`src/rtl/sprite_pkg.sv`:
```
// Shared constants, state type and ROM address helper for the sprite line fetcher.
package sprite_pkg;

  localparam int SPRITE_W = 21;
  localparam int SPRITE_H = 41;
  localparam int H_ACTIVE = 640;
  localparam logic [23:0] TRANSPARENT_KEY = 24'h800080;

  typedef enum logic {IDLE, FETCH} fetch_state_t;

  // Row-major ROM address; largest value is 40*21+20 = 860.
  function automatic logic [9:0] rom_addr(input logic [5:0] row, input logic [4:0] col);
    return 10'(row) * 10'(SPRITE_W) + 10'(col);
  endfunction

endpackage

```
`src/rtl/sprite_line_buffer.sv`:
```
// Ping-pong sprite line storage: one write port, one combinational read port,
// and a per-buffer valid bit plus latched left column.
module sprite_line_buffer
  import sprite_pkg::*;
(
  input  logic        clk,
  input  logic        rst,
  input  logic        start,
  input  logic        start_sel,
  input  logic [9:0]  start_x,
  input  logic        we,
  input  logic        wr_sel,
  input  logic [4:0]  wr_idx,
  input  logic [23:0] wr_data,
  input  logic        set_valid,
  input  logic        rd_sel,
  input  logic [4:0]  rd_idx,
  output logic [23:0] rd_data,
  output logic        rd_valid,
  output logic [9:0]  rd_x
);

  logic [23:0] mem [2][SPRITE_W];
  logic [1:0]  valid;
  logic [9:0]  buf_x [2];

  always_ff @(posedge clk or posedge rst) begin
    if (rst) begin
      valid    <= '0;
      buf_x[0] <= '0;
      buf_x[1] <= '0;
    end else if (start) begin
      valid[start_sel] <= 1'b0;
      buf_x[start_sel] <= start_x;
    end else if (set_valid) begin
      valid[wr_sel] <= 1'b1;
    end
  end

  // NOTE: the pixel array is deliberately not reset; the valid bits alone gate
  // its use, and an unreset array can map onto plain RAM.
  always_ff @(posedge clk) begin
    if (we) mem[wr_sel][wr_idx] <= wr_data;
  end

  assign rd_data  = mem[rd_sel][rd_idx];
  assign rd_valid = valid[rd_sel];
  assign rd_x     = buf_x[rd_sel];

endmodule

```
`src/rtl/sprite_line_fetcher.sv`:
```
// Prefetches one sprite row from ROM during the previous scanline and replays
// it against DrawX as a registered opaque/transparent pixel stream.
module sprite_line_fetcher
  import sprite_pkg::*;
(
  input  logic        Clk,
  input  logic        Reset,
  input  logic        line_start,
  input  logic [9:0]  next_y,
  input  logic [9:0]  sprite_x,
  input  logic [9:0]  sprite_y,
  input  logic        sprite_flip,
  input  logic [9:0]  DrawX,
  output logic [9:0]  read_address,
  input  logic [23:0] rom_color,
  output logic [23:0] pixel_color,
  output logic        pixel_on,
  output logic        busy
);

  fetch_state_t state;
  logic        wr;
  logic [5:0]  row_q;
  logic [4:0]  col_q;
  logic        flip_q;

  logic [10:0] row_s;
  logic        row_hit;
  logic        last_col;
  logic        buf_we;
  logic        buf_set_valid;
  logic [4:0]  wr_idx;

  logic [10:0] dx;
  logic        in_range;
  logic [4:0]  rd_idx;
  logic [23:0] rd_data;
  logic        rd_valid;
  logic [9:0]  rd_x;

  assign row_s    = {1'b0, next_y} - {1'b0, sprite_y};
  assign row_hit  = !row_s[10] && (row_s < 11'(SPRITE_H));
  assign last_col = (col_q == 5'(SPRITE_W - 1));

  // A line_start during FETCH aborts: the last write and its valid are suppressed.
  assign buf_we        = (state == FETCH) && !line_start;
  assign buf_set_valid = buf_we && last_col;
  assign wr_idx        = flip_q ? 5'(SPRITE_W - 1) - col_q : col_q;
  assign busy          = (state == FETCH);

  always_ff @(posedge Clk or posedge Reset) begin
    if (Reset) begin
      state        <= IDLE;
      wr           <= 1'b0;
      row_q        <= '0;
      col_q        <= '0;
      flip_q       <= 1'b0;
      read_address <= '0;
    end else if (line_start) begin
      wr     <= !wr;
      row_q  <= row_s[5:0];
      col_q  <= '0;
      flip_q <= sprite_flip;
      if (row_hit) begin
        state        <= FETCH;
        read_address <= rom_addr(row_s[5:0], 5'd0);
      end else begin
        state <= IDLE;
      end
    end else begin
      case (state)
        FETCH: begin
          if (last_col) begin
            state <= IDLE;
          end else begin
            col_q        <= col_q + 5'd1;
            read_address <= rom_addr(row_q, col_q + 5'd1);
          end
        end
        default: ;
      endcase
    end
  end

  sprite_line_buffer u_buf (
    .clk       (Clk),
    .rst       (Reset),
    .start     (line_start),
    .start_sel (!wr),
    .start_x   (sprite_x),
    .we        (buf_we),
    .wr_sel    (wr),
    .wr_idx    (wr_idx),
    .wr_data   (rom_color),
    .set_valid (buf_set_valid),
    .rd_sel    (!wr),
    .rd_idx    (rd_idx),
    .rd_data   (rd_data),
    .rd_valid  (rd_valid),
    .rd_x      (rd_x)
  );

  // Columns past the visible area are never presented, so no wrap-around.
  assign dx       = {1'b0, DrawX} - {1'b0, rd_x};
  assign in_range = rd_valid && !dx[10] && (dx < 11'(SPRITE_W)) && (DrawX < 10'(H_ACTIVE));
  assign rd_idx   = in_range ? dx[4:0] : 5'd0;

  always_ff @(posedge Clk or posedge Reset) begin
    if (Reset) begin
      pixel_on    <= 1'b0;
      pixel_color <= '0;
    end else begin
      pixel_on    <= in_range && (rd_data != TRANSPARENT_KEY);
      pixel_color <= in_range ? rd_data : 24'h0;
    end
  end

endmodule

```
`config.mk`:
```
export PLATFORM = sky130hd
export DESIGN_NAME = sprite_line_fetcher
export DESIGN_NICKNAME = d
export VERILOG_FILES = /design/src/rtl/sprite_pkg.sv /design/src/rtl/sprite_line_buffer.sv /design/src/rtl/sprite_line_fetcher.sv
export SDC_FILE = /design/constraint.sdc
export NUM_CORES = 1
export LEC_CHECK = 0
export BUFFER_PORTS_ARGS = -buffer_cell sky130_fd_sc_hd__clkbuf_2
export CORE_MARGIN = 2
export CORE_UTILIZATION = 34
export CTS_BUF_LIST = sky130_fd_sc_hd__clkbuf_16
export CTS_CLUSTER_SIZE = 8
export DETAILED_ROUTE_END_ITERATION = 6
export PLACE_DENSITY_LB_ADDON = 0.05
export SLEW_MARGIN = 40
export SYNTH_ARGS = -nofsm -noshare
export SYNTH_HDL_FRONTEND = slang
export SYNTH_SLANG_ARGS = --single-unit
```
`constraint.sdc`:
```
create_clock -name Clk -period 7.1 [get_ports Clk]
set_input_delay 1.42 -clock Clk [delete_from_list [all_inputs] [get_ports Clk]]
set_output_delay 1.42 -clock Clk [all_outputs]
set_load 0.01 [all_outputs]
```
[Word-level counts from Yosys, hierarchy flattened]
Memory sizes are Yosys's and may differ from the RTL's.
Cells that the tools add are included.
Widths: inputs -> output; s select.
Operators by class
  $add $sub $neg: 5
  $mul: 2
  divide/modulo/power cells: 0
  $lt $le $gt $ge: 12
  equality and inequality tests: 4
  shifts and indexed selects: 0
  multiplexer cells: 35
  bitwise gates (word level): 6
  reductions and logical operators: 19
Operators with widths (count)
  $mux 504: 1
  $bmux 24 s5: 1
  $demux 24 s5: 1
  $mux 24: 4
  $mux 10: 8
  $mux 5: 5
  $ne 24x24->1 const B: 1
  $sub 10x10->11: 2
  $bwmux 20: 1
  $mul 6x5->10 const B: 2
  $ge 6x6->1 const B: 2
  $not 5->6: 2
  $logic_and 1x1->1: 11
  $lt 11x5->1 const B: 1
  $lt 11x6->1 const B: 1
  $add 10x5->10: 1
  $demux 10 s1: 1
  $lt 10x10->1 const B: 1
  $mux 1: 9
  $lt 6x1->1 const B: 1
  $add 5x1->5 const B: 1
  $eq 5x5->1 const B: 1
  $sub 5x5->5 const A: 1
  $logic_not 1->1: 4
  15 further kinds: 20
Storage, ports and cells
  register bits after elaboration: 71
  bits in latches: 0
  RAM bits: 1008
  memory bits (read-only): 0
  input bits: 68
  word-level logic and storage cells: 95
  memories kept: 1
Memories
  u_buf.mem: depth 2, width 504, rd ports 1, clocked after Yosys merged registers in 0, wr ports 1, line sprite_line_buffer.sv:23  | logic [23:0] mem [2][SPRITE_W];

[Logic depth before layout (Yosys ltp)]
Gate-level depths: netlist (run 1).
  depth after elaboration: 17
  mapped depth: 26
  gate-level depth less buffers: 20

[By module]
Synthesis (run 1) repeated with hierarchy kept, for this count alone.
Second synthesis, totals
  cell total of the unflattened synthesis: 2389
  area, all modules: 44123.6 µm²
By module, submodules not included
  sprite_line_buffer: instances 1, cells each 1981, area each 40074.7 µm², seq. area each 30819.6 µm²
  sprite_line_fetcher: instances 1, cells each 408, area each 4048.9 µm², seq. area each 1226.2 µm²

[Worst setup path before layout (run 1)]
OpenSTA, ideal clock, no wires.
  path type: reg-to-reg
  start: register wr
  end: register pixel_on
  data arrival time: 5.976 ns
  setup slack: 0.988 ns
  stages on the path, launching flop included: 25
  buffers on the path: 9
  period minus slack after synthesis: 6.112 ns
  path through: dfrtp_1 -> buf_2 -> buf_2 -> buf_2 -> clkbuf_1 -> clkbuf_1 -> clkbuf_1 -> buf_2 -> mux2i_1 -> fa_1 -> a21o_1 -> a221oi_2 -> a21oi_1 -> o32ai_2 -> o2111ai_4 -> nor2_2 -> buf_2 -> buf_4 -> mux4_2 -> a22oi_1 -> nand2_1 -> nor3_1 -> nand4_1 -> nor3_1 -> a31oi_1
Between the ends
  longest elaborated chain between the ends: 17
  elaborated cells on any way between the ends: 21
RTL lines
  start: declaration: line sprite_line_fetcher.sv:22  | logic wr;
  start signal: assignment: line sprite_line_fetcher.sv:60  | wr <= !wr;
  parallel branches: the longest is 16 deep, another holds $sub 10x10->11
  $logic_and 1x1->1 (*): line sprite_line_fetcher.sv:113  | pixel_on <= in_range && (rd_data != TRANSPARENT_KEY);
  end signal: assignment: line sprite_line_fetcher.sv:113
  end: declaration: line sprite_line_fetcher.sv:17  | output logic pixel_on,
Mark *: on every way between the ends. The select of a mux whose other input is x is not followed.
A chain may end at the register's enable or synchronous reset.

[Worst setup path after layout (run 1)]
Same ends and word-level chain as after synthesis.

==> results of run 1 <==
## worst register-to-register path: cells and delay by family, from the launching register on
kind / cells / cell delay, ns
compound gates: 9 / 2.28
simple gates: 3 / 0.85
fa+ha+maj: 2 / 0.71
buf+inv: 3 / 0.69
mux: 2 / 0.61
flops: 1 / 0.59
## cell usage after synthesis, drive strengths merged (3+ instances only)
cell	n	area (µm²)
edfxtp	1008	30300
mux4	220	4950
nor2	105	415
nand2	84	315
a21oi	74	370
dfrtp	71	1780
a22oi	69	518
ha	69	863
mux2i	69	691
buf	58	310
inv	54	203
clkbuf	47	176
mux2	45	507
o21ai	31	155
nor3	25	130
xnor2	20	175
nand3	19	95.1
xor2	15	131
a31oi	14	93.8
a221oi	11	109
nor2b	10	62.6
nor4	10	68.8
a21o	9	67.6
and3	8	50.1
fa	8	160
nand2b	8	50.1
nand4	8	50.1
o22ai	8	50.1
a211oi	6	45.0
o211ai	6	45.0
o21bai	6	45.0
or2	6	37.5
a22o	5	43.8
o32ai	4	42.6
a2111oi	3	35.0
a32o	3	30.0
o2111ai	3	43.8
## worst min path at each step
| stage | end | slack, ns | start | depth (start not counted) |
|---|---|---|---|---|
| after floorplan | u_buf.valid[1] | 0.47 | u_buf.valid[1] | 2 |
| after global placement | u_buf.buf_x[10] | 0.49 | u_buf.buf_x[10] | 1 |
| after detailed placement | u_buf.buf_x[9] | 0.50 | u_buf.buf_x[9] | 1 |
| after CTS | u_buf.buf_x[9] | 0.51 | u_buf.buf_x[9] | 1 |
| after global routing | u_buf.buf_x[3] | 0.52 | u_buf.buf_x[3] | 1 |
| final | read_address[2] | 0.50 | read_address[2] | 1 |
## flip-flops by register name, summed over array words and instances, names as in the netlist, 2 cells and up
| register | flops |
|---|---|
| row_q | 6 |
| u_buf.valid | 2 |
| u_buf.mem | 1008 |
| pixel_color | 24 |
| col_q | 5 |
| read_address | 10 |
| u_buf.buf_x | 20 |
## per-layer routing
| layer | track usage [%] | wire length [µm] | up-vias |
|---|---|---|---|
| li1 | - | - | 9711 |
| met4 | 5.62 | 2890 | 2 |
| met2 | 32.1 | 61900 | 624 |
| met3 | 3.45 | 6280 | 167 |
| met5 | 0 | 12 | - |
| met1 | 28.8 | 60200 | 12300 |
## stage by stage
step | std cells | util [%]
detailed placement | 4028 | 37.1
floorplan | 2247 | -
global placement | 4007 | 36.7
global route | 4248 | 40.5
finish | 4252 | 40.5
CTS | 4247 | 40.5
## cell type report
class,count,area (µm²)
Sequential cell,1079,32000
Tap cell,1662,2080
Timing Repair Buffer,224,1820
Clock inverter,60,313
Clock buffer,159,3980
Fill cell,11500,75700
Inverter,54,205
Multi-Input combinational cell,1009,11100
Antenna cell,5,12.5
## power by group through the flow
stage / clock (µW) / sequential (µW) / combinational (µW)
floorplan: 0 / 7240 / 2610
global placement: 0 / 7270 / 4020
detailed placement: 0 / 7270 / 4020
CTS: 6830 / 7150 / 4040
global route: 7070 / 7160 / 4280
finish: 6620 / 7150 / 3970
## kinds of logic (layout without fill, tap and decap cells)
| kind of cell | count (synthesis) | count (layout) | synth area share (%) |
|---|---|---|---|
| multiplexers | 334 | 334 | 14.2 |
| XOR/XNOR | 35 | 35 | 0.706 |
| other | 0 | 5 | 0 |
| AO/OA/AOI/OAI | 273 | 273 | 4.34 |
| AND/OR/NAND/NOR | 290 | 290 | 3.06 |
| buffers and inverters | 159 | 497 | 1.59 |
| flip-flops | 1079 | 1079 | 73.8 |
| adder cells (fa/ha/maj) | 77 | 77 | 2.36 |
==> flow_metrics.py, run 1 <==
metrics = {
    "sta": {
        "final-setup-viol-count": 0,
        "hold_violations": 0,
        "tightest_slew_ns": 0.797,
        "relSlewSlack_pct": 46.9,
        "clock_skew_ns": 0.0375,
        "min_period_ns": 5.84,
        "rsz0062_at_grt": "no",
        "worst_slack_ns": 1.26,
        "setup-tns-final_ns": 0,
        "timing.fmax_mhz": 171,
        "slew_violations": 0,
        "hold_ws_ns": 0.504,
        "fin_crit_sh_pct": 82.3,
    },
    "layout": {
        "nets": 2666,
        "drive_above_1_share_pct": 28.2,
        "mostFrequentLayoutCells": "edfxtp_1, mux4_2, clkbuf_16",
        "fin_area_um2": 51500,
        "syn_to_final_growth_pct": 18.6,
        "layout_commonest_cell": "edfxtp_1",
    },
    "power": {
        "p_per_area_nw_per_um2": 344,
        "intPower_uw": 12700,
        "p_total_uw": 17700,
        "peakVddDrop_mv": 0.404,
        "pwr-share-seq_pct": 40.3,
        "p_leak_uw": 0.0173,
        "swShare_pct": 28.5,
        "switching_power_uw": 5050,
        "p_clk_share_pct": 37.3,
        "p_comb_share_pct": 22.3,
    },
    "flow_run": {
        "drv_cap": 0,
    },
    "setup_path": {
        "cp_slowest_cell": "dfrtp_4",
        "cp-startpoint": "wr",
        "regToRegSetupSlack_ns": 1.26,
        "cp-end-kind": "register",
        "crit_end": "pixel_on",
        "critPathArrivalTime_ns": 6.48,
        "cp_top_family": "compound AO/OA/AOI/OAI gates",
        "rr_worst_depth": 19,
        "reg2reg_to": "pixel_on",
        "path_max_fanout": 46,
        "critical_path_class": "reg -> reg",
        "worst_setup_path_start_kind": "register",
        "path_cells": "mux2_2 -> ha_1 -> inv_1 -> fa_1 -> a21o_1 -> a221oi_2 -> a21oi_1 -> o32ai_2 -> o2111ai_4 -> nor2_8 -> buf_12 -> buf_4 -> mux4_2 -> a22oi_1 -> o21ai_0 -> a221oi_1 -> nand4_1 -> nor4_1 -> a31oi_1",
        "worst-path-stages": 19,
        "max_stage_delay_ns": 0.59,
        "reg2reg_from": "wr",
        "cp.required_ns": 7.73,
        "path_buf_inv": 3,
    },
    "routing": {
        "drtIter0Drc": 1986,
        "avgRoutedWirePerCell_um": 30.9,
        "wl_um": 131000,
        "route.detailed.drc": 0,
        "ant_nets": 0,
        "dr.pass1.iters": 7,
        "vias": 22800,
        "via_per_inst": 5.35,
    },
    "cts": {
        "cts-buffers-inserted": 153,
        "cts.sinks": 1079,
        "clk_latency_ns": 0.77,
        "cts.clk_slew.worst_paths_ns": 0.05,
        "cts_tree": "yes",
        "post_cts_resized": 0,
        "clk_path_buf_depth": 3,
        "h-tree-depth": 4,
        "hold_buffers": 0,
        "clock-root-buffer": "clkbuf_16",
        "cts_setup_buffers": 0,
    },
    "die": {
        "fp.dieArea_um2": 131000,
        "coreArea_um2": 127000,
        "initial_utilization_pct": 34.1,
        "die_x_um": 361,
        "die_h_um": 361,
        "pin_count": 104,
        "rows": 131,
    },
    "global_route": {
        "grt_start_max_net_pins": 58,
        "grt_pass1_wl_um": 186000,
        "grt.overflow.total": 0,
        "globalRouteTotalUtil_pct": 20.2,
        "antenna_found_initial": 10,
        "first_global_vias": 23800,
    },
    "synthesis": {
        "synth_cells": 2247,
        "yosysSeqAreaShare_pct": 73.8,
        "ys_async_sr_fraction_pct": 6.58,
        "synth_cell_types": 71,
        "syn_area_um2": 43400,
        "yosys_register_bits": 1079,
        "ys.flop_type": "edfxtp_1",
        "synth.avg_cell_area_um2": 19.3,
        "yosysWarnings": 0,
        "synth_nets": 2392,
        "synth_edf_count": 1008,
    },
    "placement": {
        "post-place-ws_ns": 0.492,
        "place_area_um2": 47200,
        "port_buffers": 103,
        "gp_congestion": 0.779,
        "dp_hpwl_um": 82200,
    },
    "outcome": {
        "status": "finished, final reports clean",
    },
    "min_path": {
        "hp-class": "reg -> reg",
    },
}
No activity file was read; power rests on OpenSTA's default activity.
==> inputs of run 2 (changes only) <==
Clock period 7.1 ns to 5.8 ns, I/O delays scaled along.
==> run 2 against run 1 <==
Net effect: sequential power increased by 22%; maximum frequency rose by 7.9%; first-iteration DRC count rose by 2.8%; largest cell class unchanged; largest power group unchanged; sequential share of layout area shrank 1.1 points; worst hold slack worse by 0.087 ns.
==> flow_metrics.py, run 2 (same netlist as run 1, synthesis figures left out) <==
metrics = {
    "outcome": {
        "status": "finished, final reports clean",
    },
    "setup_path": {
        "max_stage_delay_ns": 0.59,
        "critPathArrivalTime_ns": 6.06,
        "worst_setup_path_start_kind": "register",
        "cp_slowest_cell": "dfrtp_4",
        "crit_top_cell": "buf_4",
        "critical_path_class": "reg -> reg",
        "cp.required_ns": 6.44,
        "path_cells": "mux2_2 -> ha_1 -> inv_1 -> fa_1 -> a21o_1 -> a221oi_2 -> a21oi_1 -> o32ai_2 -> o2111ai_4 -> buf_4 -> buf_4 -> a31oi_2 -> o32ai_2 -> buf_4 -> a21oi_1 -> a21oi_2 -> or3_1 -> a21oi_1 -> buf_4 -> and4_1 -> a31oi_1",
        "path_max_fanout": 15,
        "cp-end-kind": "register",
        "rr_worst_depth": 21,
        "regToRegSetupSlack_ns": 0.38,
    },
    "layout": {
        "regMostFlops": "u_buf.mem",
        "mostFrequentLayoutCells": "edfxtp_1, mux4_2, clkbuf_16",
        "multi_input_area_um2": 11100,
        "drive_above_1_share_pct": 29.8,
        "instances_no_fill": 4332,
        "seq_area_um2": 32000,
        "largest_reg_flops": 1008,
        "layout_commonest_cell": "edfxtp_1",
        "nFillCells": 11300,
        "largest_registers": "u_buf.mem (1008), pixel_color (24), u_buf.buf_x (20)",
        "fin_area_um2": 52400,
        "nets": 2730,
        "final_util_pct": 41.2,
        "syn_to_final_growth_pct": 20.6,
    },
    "global_route": {
        "globalRouteTotalUtil_pct": 20.8,
        "grt.met3_usage_pct": 4.36,
        "first_global_vias": 24100,
        "antenna_found_initial": 7,
        "grt_pass1_wl_um": 189000,
        "grt.overflow.total": 0,
        "busiest_layer": "met2",
        "met2_usage_pct": 32.8,
        "grt_start_max_net_pins": 79,
        "met1_usage_pct": 29.2,
    },
    "flow_run": {
        "drv_cap": 0,
    },
    "sta": {
        "fin_crit_sh_pct": 93.4,
        "relSlewSlack_pct": 42.4,
        "tightest_slew_ns": 0.862,
        "min_period_ns": 5.42,
        "slew_violations": 0,
        "final-setup-viol-count": 0,
        "worst_slack_ns": 0.384,
        "clock_skew_ns": 0.0384,
        "hold_violations": 0,
        "timing.fmax_mhz": 185,
        "rsz0062_at_grt": "no",
    },
    "cts": {
        "h-tree-depth": 4,
        "clock-root-buffer": "clkbuf_16",
        "cts.clk_slew.worst_paths_ns": 0.05,
        "cts-buffers-inserted": 153,
        "cts_tree": "yes",
        "cts.sinks": 1079,
        "cts_setup_buffers": 0,
        "clk_path_buf_depth": 3,
        "clk_latency_ns": 0.79,
    },
    "power": {
        "p_total_uw": 21900,
        "p_leak_uw": 0.0178,
        "switching_power_uw": 6420,
        "peakVddDrop_mv": 0.397,
        "intPower_uw": 15500,
        "swShare_pct": 29.3,
        "p_clk_share_pct": 37.4,
        "pwr-share-seq_pct": 39.9,
        "p_per_area_nw_per_um2": 418,
        "p_comb_share_pct": 22.7,
    },
    "routing": {
        "dr.pass1.iters": 5,
        "drtIter0Drc": 2041,
        "vias": 23300,
        "ant_nets": 0,
        "route.detailed.drc": 0,
        "wl_um": 135000,
        "avgRoutedWirePerCell_um": 31.2,
        "via_per_inst": 5.38,
    },
    "placement": {
        "dp.cells": 4092,
        "place_area_um2": 48000,
        "gp_congestion": 0.802,
        "port_buffers": 103,
        "dp_hpwl_um": 85400,
        "post-place-ws_ns": -0.439,
    },
    "die": {
        "coreArea_um2": 127000,
        "die_x_um": 361,
        "pin_count": 104,
        "die_h_um": 361,
        "rows": 131,
        "initial_utilization_pct": 34.1,
        "fp.dieArea_um2": 131000,
    },
    "min_path": {
        "hp-class": "in -> async",
    },
}
## run 2: changes by cell type in the layout (fill, tap and decap cells not counted), sizes merged
cell    change
diode       +3
inv        +14
clkbuf      -2
clkinv      +5
buf        +61
bufinv      -1
## run 2: repair_timing
action,CTS,global route
hold buffers,0,0
gates resized for setup,1,1
endpoints found under the setup margin,1,1
pin swaps,0,0
## run 2: layout make-up
class	count	share of cell area (%)
diodes	8	0.0382
clock buffers	154	7.36
clock inverters	78	1.02
inverters	54	0.392
multi-input cells	1009	21.1
flip-flops and latches	1079	61.2
well taps	1662	3.97
repair buffers	288	4.96
## run 2: per-layer routing
| metal | part of all wire [%] | routed length, µm | up-vias |
|---|---|---|---|
| met2 | 47 | 63700 | 713 |
| met4 | 2.4 | 3230 | 0 |
| met3 | 5.6 | 7570 | 162 |
| li1 | - | - | 9851 |
| met1 | 45 | 60700 | 12600 |
| met5 | 0 | 0 | - |
## run 2: power by group through the flow
stage	Combinational, µW	Sequential, µW	Clock [µW]
6_report	4980	8750	8190
3_5_place_dp	5050	8900	0
2_1_floorplan	3200	8870	0
3_3_place_gp	5050	8900	0
5_1_grt	5360	8760	8720
4_1_cts	5070	8750	8410
## run 2: path summary, 6_finish.rpt
check | from | endpoint
worst max-delay path | wr | pixel_on
min in group Clk | read_address[7] | read_address[7]
max in group asynchronous | Reset | pixel_color[5]
worst min-delay path | Reset | u_buf.buf_x[8]
worst min register to register | read_address[7] | read_address[7]
worst max register to register | wr | pixel_on
## run 2: per-stage QoR
step | hold WS (ns) | TNS, ns
3_3_place_gp | 0.484 | -0.646
6_report | 0.417 | 0
3_5_place_dp | 0.493 | -0.738
4_1_cts | 0.365 | 0
2_1_floorplan | 0.467 | 0
5_1_grt | 0.411 | 0
## run 2: critical path, delay by kind of cell (launching register included)
| kind | cells | cell delay (ns) |
|---|---|---|
| AO/OA/AOI/OAI | 11 | 2.40 |
| adder cells (fa/ha/maj) | 2 | 0.57 |
| buffers and inverters | 5 | 0.83 |
| flip-flops | 1 | 0.59 |
| multiplexers | 1 | 0.29 |
| AND/OR/NAND/NOR | 2 | 0.58 |
==> inputs of run 3 (changes only) <==
Settings changed: PLACE_DENSITY_LB_ADDON 0.05 to 0.25.
==> run 3 against run 2 <==
Net effect: worst setup slack better by 0.12 ns; final cell count up 0.46%; flip-flop and latch count unchanged; highest routed layer is now met5; largest power group unchanged; maximum frequency up 2.2%; critical path type unchanged; utilization down 0.077 points; clock-buffer cell count up 3; non-clock buffer count up 7; clock skew down 0.0049 ns.
==> flow_metrics.py, run 3 (same netlist as run 1, synthesis figures left out) <==
metrics = {
    "setup_path": {
        "cp.required_ns": 6.42,
        "cp-startpoint": "wr",
        "max_stage_delay_ns": 0.57,
        "path_cells": "mux2_2 -> ha_1 -> inv_1 -> fa_1 -> a21o_1 -> a221oi_2 -> a21oi_1 -> o32ai_2 -> o2111ai_4 -> nor2_8 -> buf_12 -> buf_12 -> buf_12 -> mux4_2 -> a22oi_1 -> a21oi_1 -> nor3_1 -> nand4_1 -> nor3_1 -> a31oi_1",
        "reg2reg_from": "wr",
        "critical_path_class": "reg -> reg",
        "cp-end-kind": "register",
        "cp_slowest_cell": "dfrtp_4",
        "worst_setup_path_start_kind": "register",
        "critPathArrivalTime_ns": 5.92,
        "path_max_fanout": 21,
        "crit_top_cell": "buf_12",
    },
    "die": {
        "die_x_um": 361,
        "rows": 131,
        "pin_count": 104,
        "initial_utilization_pct": 34.1,
        "die_h_um": 361,
        "fp.dieArea_um2": 131000,
        "coreArea_um2": 127000,
    },
    "sta": {
        "hold_violations": 0,
        "final-setup-viol-count": 0,
        "min_period_ns": 5.30,
        "rsz0062_at_grt": "no",
        "timing.fmax_mhz": 189,
        "relSlewSlack_pct": 39.8,
        "fin_crit_sh_pct": 91.4,
        "clock_skew_ns": 0.0335,
        "slew_violations": 0,
        "tightest_slew_ns": 0.901,
        "hold_ws_ns": 0.414,
    },
    "global_route": {
        "antenna_found_initial": 16,
        "grt.overflow.total": 0,
        "busiest_layer": "met2",
        "met1_usage_pct": 26.1,
        "met2_usage_pct": 30.5,
        "first_global_vias": 24000,
        "grt.met3_usage_pct": 3.45,
        "globalRouteTotalUtil_pct": 19.0,
        "grt_pass1_wl_um": 177000,
        "grt_start_max_net_pins": 101,
    },
    "routing": {
        "wl_um": 124000,
        "route.detailed.drc": 0,
        "avgRoutedWirePerCell_um": 28.5,
        "ant_nets": 0,
        "dr.pass1.iters": 5,
        "drtIter0Drc": 2534,
        "via_per_inst": 5.45,
        "vias": 23700,
    },
    "layout": {
        "fin_area_um2": 52300,
        "instances_no_fill": 4352,
        "regMostFlops": "u_buf.mem",
        "drive_above_1_share_pct": 29.9,
        "largest_reg_flops": 1008,
        "nets": 2738,
        "nFillCells": 11300,
        "multi_input_area_um2": 11000,
        "seq_area_um2": 32000,
        "layout_commonest_cell": "edfxtp_1",
        "largest_registers": "u_buf.mem (1008), pixel_color (24), u_buf.buf_x (20)",
        "mostFrequentLayoutCells": "edfxtp_1, mux4_2, buf_4",
        "syn_to_final_growth_pct": 20.4,
    },
    "power": {
        "p_leak_uw": 0.0179,
        "p_total_uw": 22000,
        "peakVddDrop_mv": 0.430,
        "p_per_area_nw_per_um2": 420,
    },
    "cts": {
        "h-tree-depth": 4,
        "cts.clk_slew.worst_paths_ns": 0.06,
        "cts_setup_buffers": 0,
        "cts.sinks": 1079,
        "clk_path_buf_depth": 3,
        "cts-buffers-inserted": 154,
        "cts_tree": "yes",
        "post_cts_resized": 0,
        "hold_buffers": 0,
        "clock-root-buffer": "clkbuf_16",
        "clk_latency_ns": 0.77,
    },
    "min_path": {
        "hp-class": "in -> async",
    },
    "placement": {
        "port_buffers": 103,
        "gp_congestion": 0.817,
        "dp.cells": 4098,
        "dp_hpwl_um": 76900,
        "place_area_um2": 47700,
    },
    "flow_run": {
        "drv_cap": 0,
    },
    "outcome": {
        "status": "finished, final reports clean",
    },
}
[run 3: worst max-delay path, delay by kind of cell (launching register included)]
kind / cells / cell delay [ns]
AO/OA/AOI/OAI: 8 / 1.73
AND/OR/NAND/NOR: 4 / 1.01
buffers and inverters: 4 / 0.66
adder cells (fa/ha/maj): 2 / 0.59
multiplexers: 2 / 0.57
flip-flops: 1 / 0.57
[run 3: worst paths after layout]
| path | to | slack, ns | cells past startpoint |
|---|---|---|---|
| worst max-delay path | pixel_on | 0.50 | 20 |
| worst min-delay path | u_buf.valid[0] | 0.41 | 2 |
| worst max register to register | pixel_on | 0.50 | 20 |
| worst min register to register | u_buf.buf_x[14] | 0.50 | 1 |
| max in group asynchronous | pixel_color[20] | 4.28 | 3 |
| min in group Clk | u_buf.buf_x[14] | 0.50 | 1 |
[run 3: through the flow]
stage,worst slack [ns],setup TNS (ns),util (%)
floorplan,0.0723,0,-
global placement,-0.00447,-0.00447,37.3
detailed placement,0.0306,0,37.5
CTS,0.465,0,41.1
global route,0.245,0,41.1
finish,0.501,0,41.1
[run 3: final cells by class]
type                    instances  area share, %
clock buffers                 157           7.51
flip-flops and latches       1079           61.3
diodes                          5         0.0239
well taps                    1662           3.98
clock inverters                91           1.17
inverters                      54          0.392
repair buffers                295           4.60
multi-input cells            1009           21.0
[run 3: report_power, final]
part / internal [µW] / switching, µW
logic: 2170 / 2770
clock network: 4910 / 3360
registers: 8660 / 95.9
total: 15700 / 6220
[run 3: metal layers]
metal / vias up / part of all wire, %
met5: - / 0.0081
met4: 2 / 2.5
met3: 179 / 6.7
met2: 970 / 48
met1: 12700 / 43
li1: 9867 / -
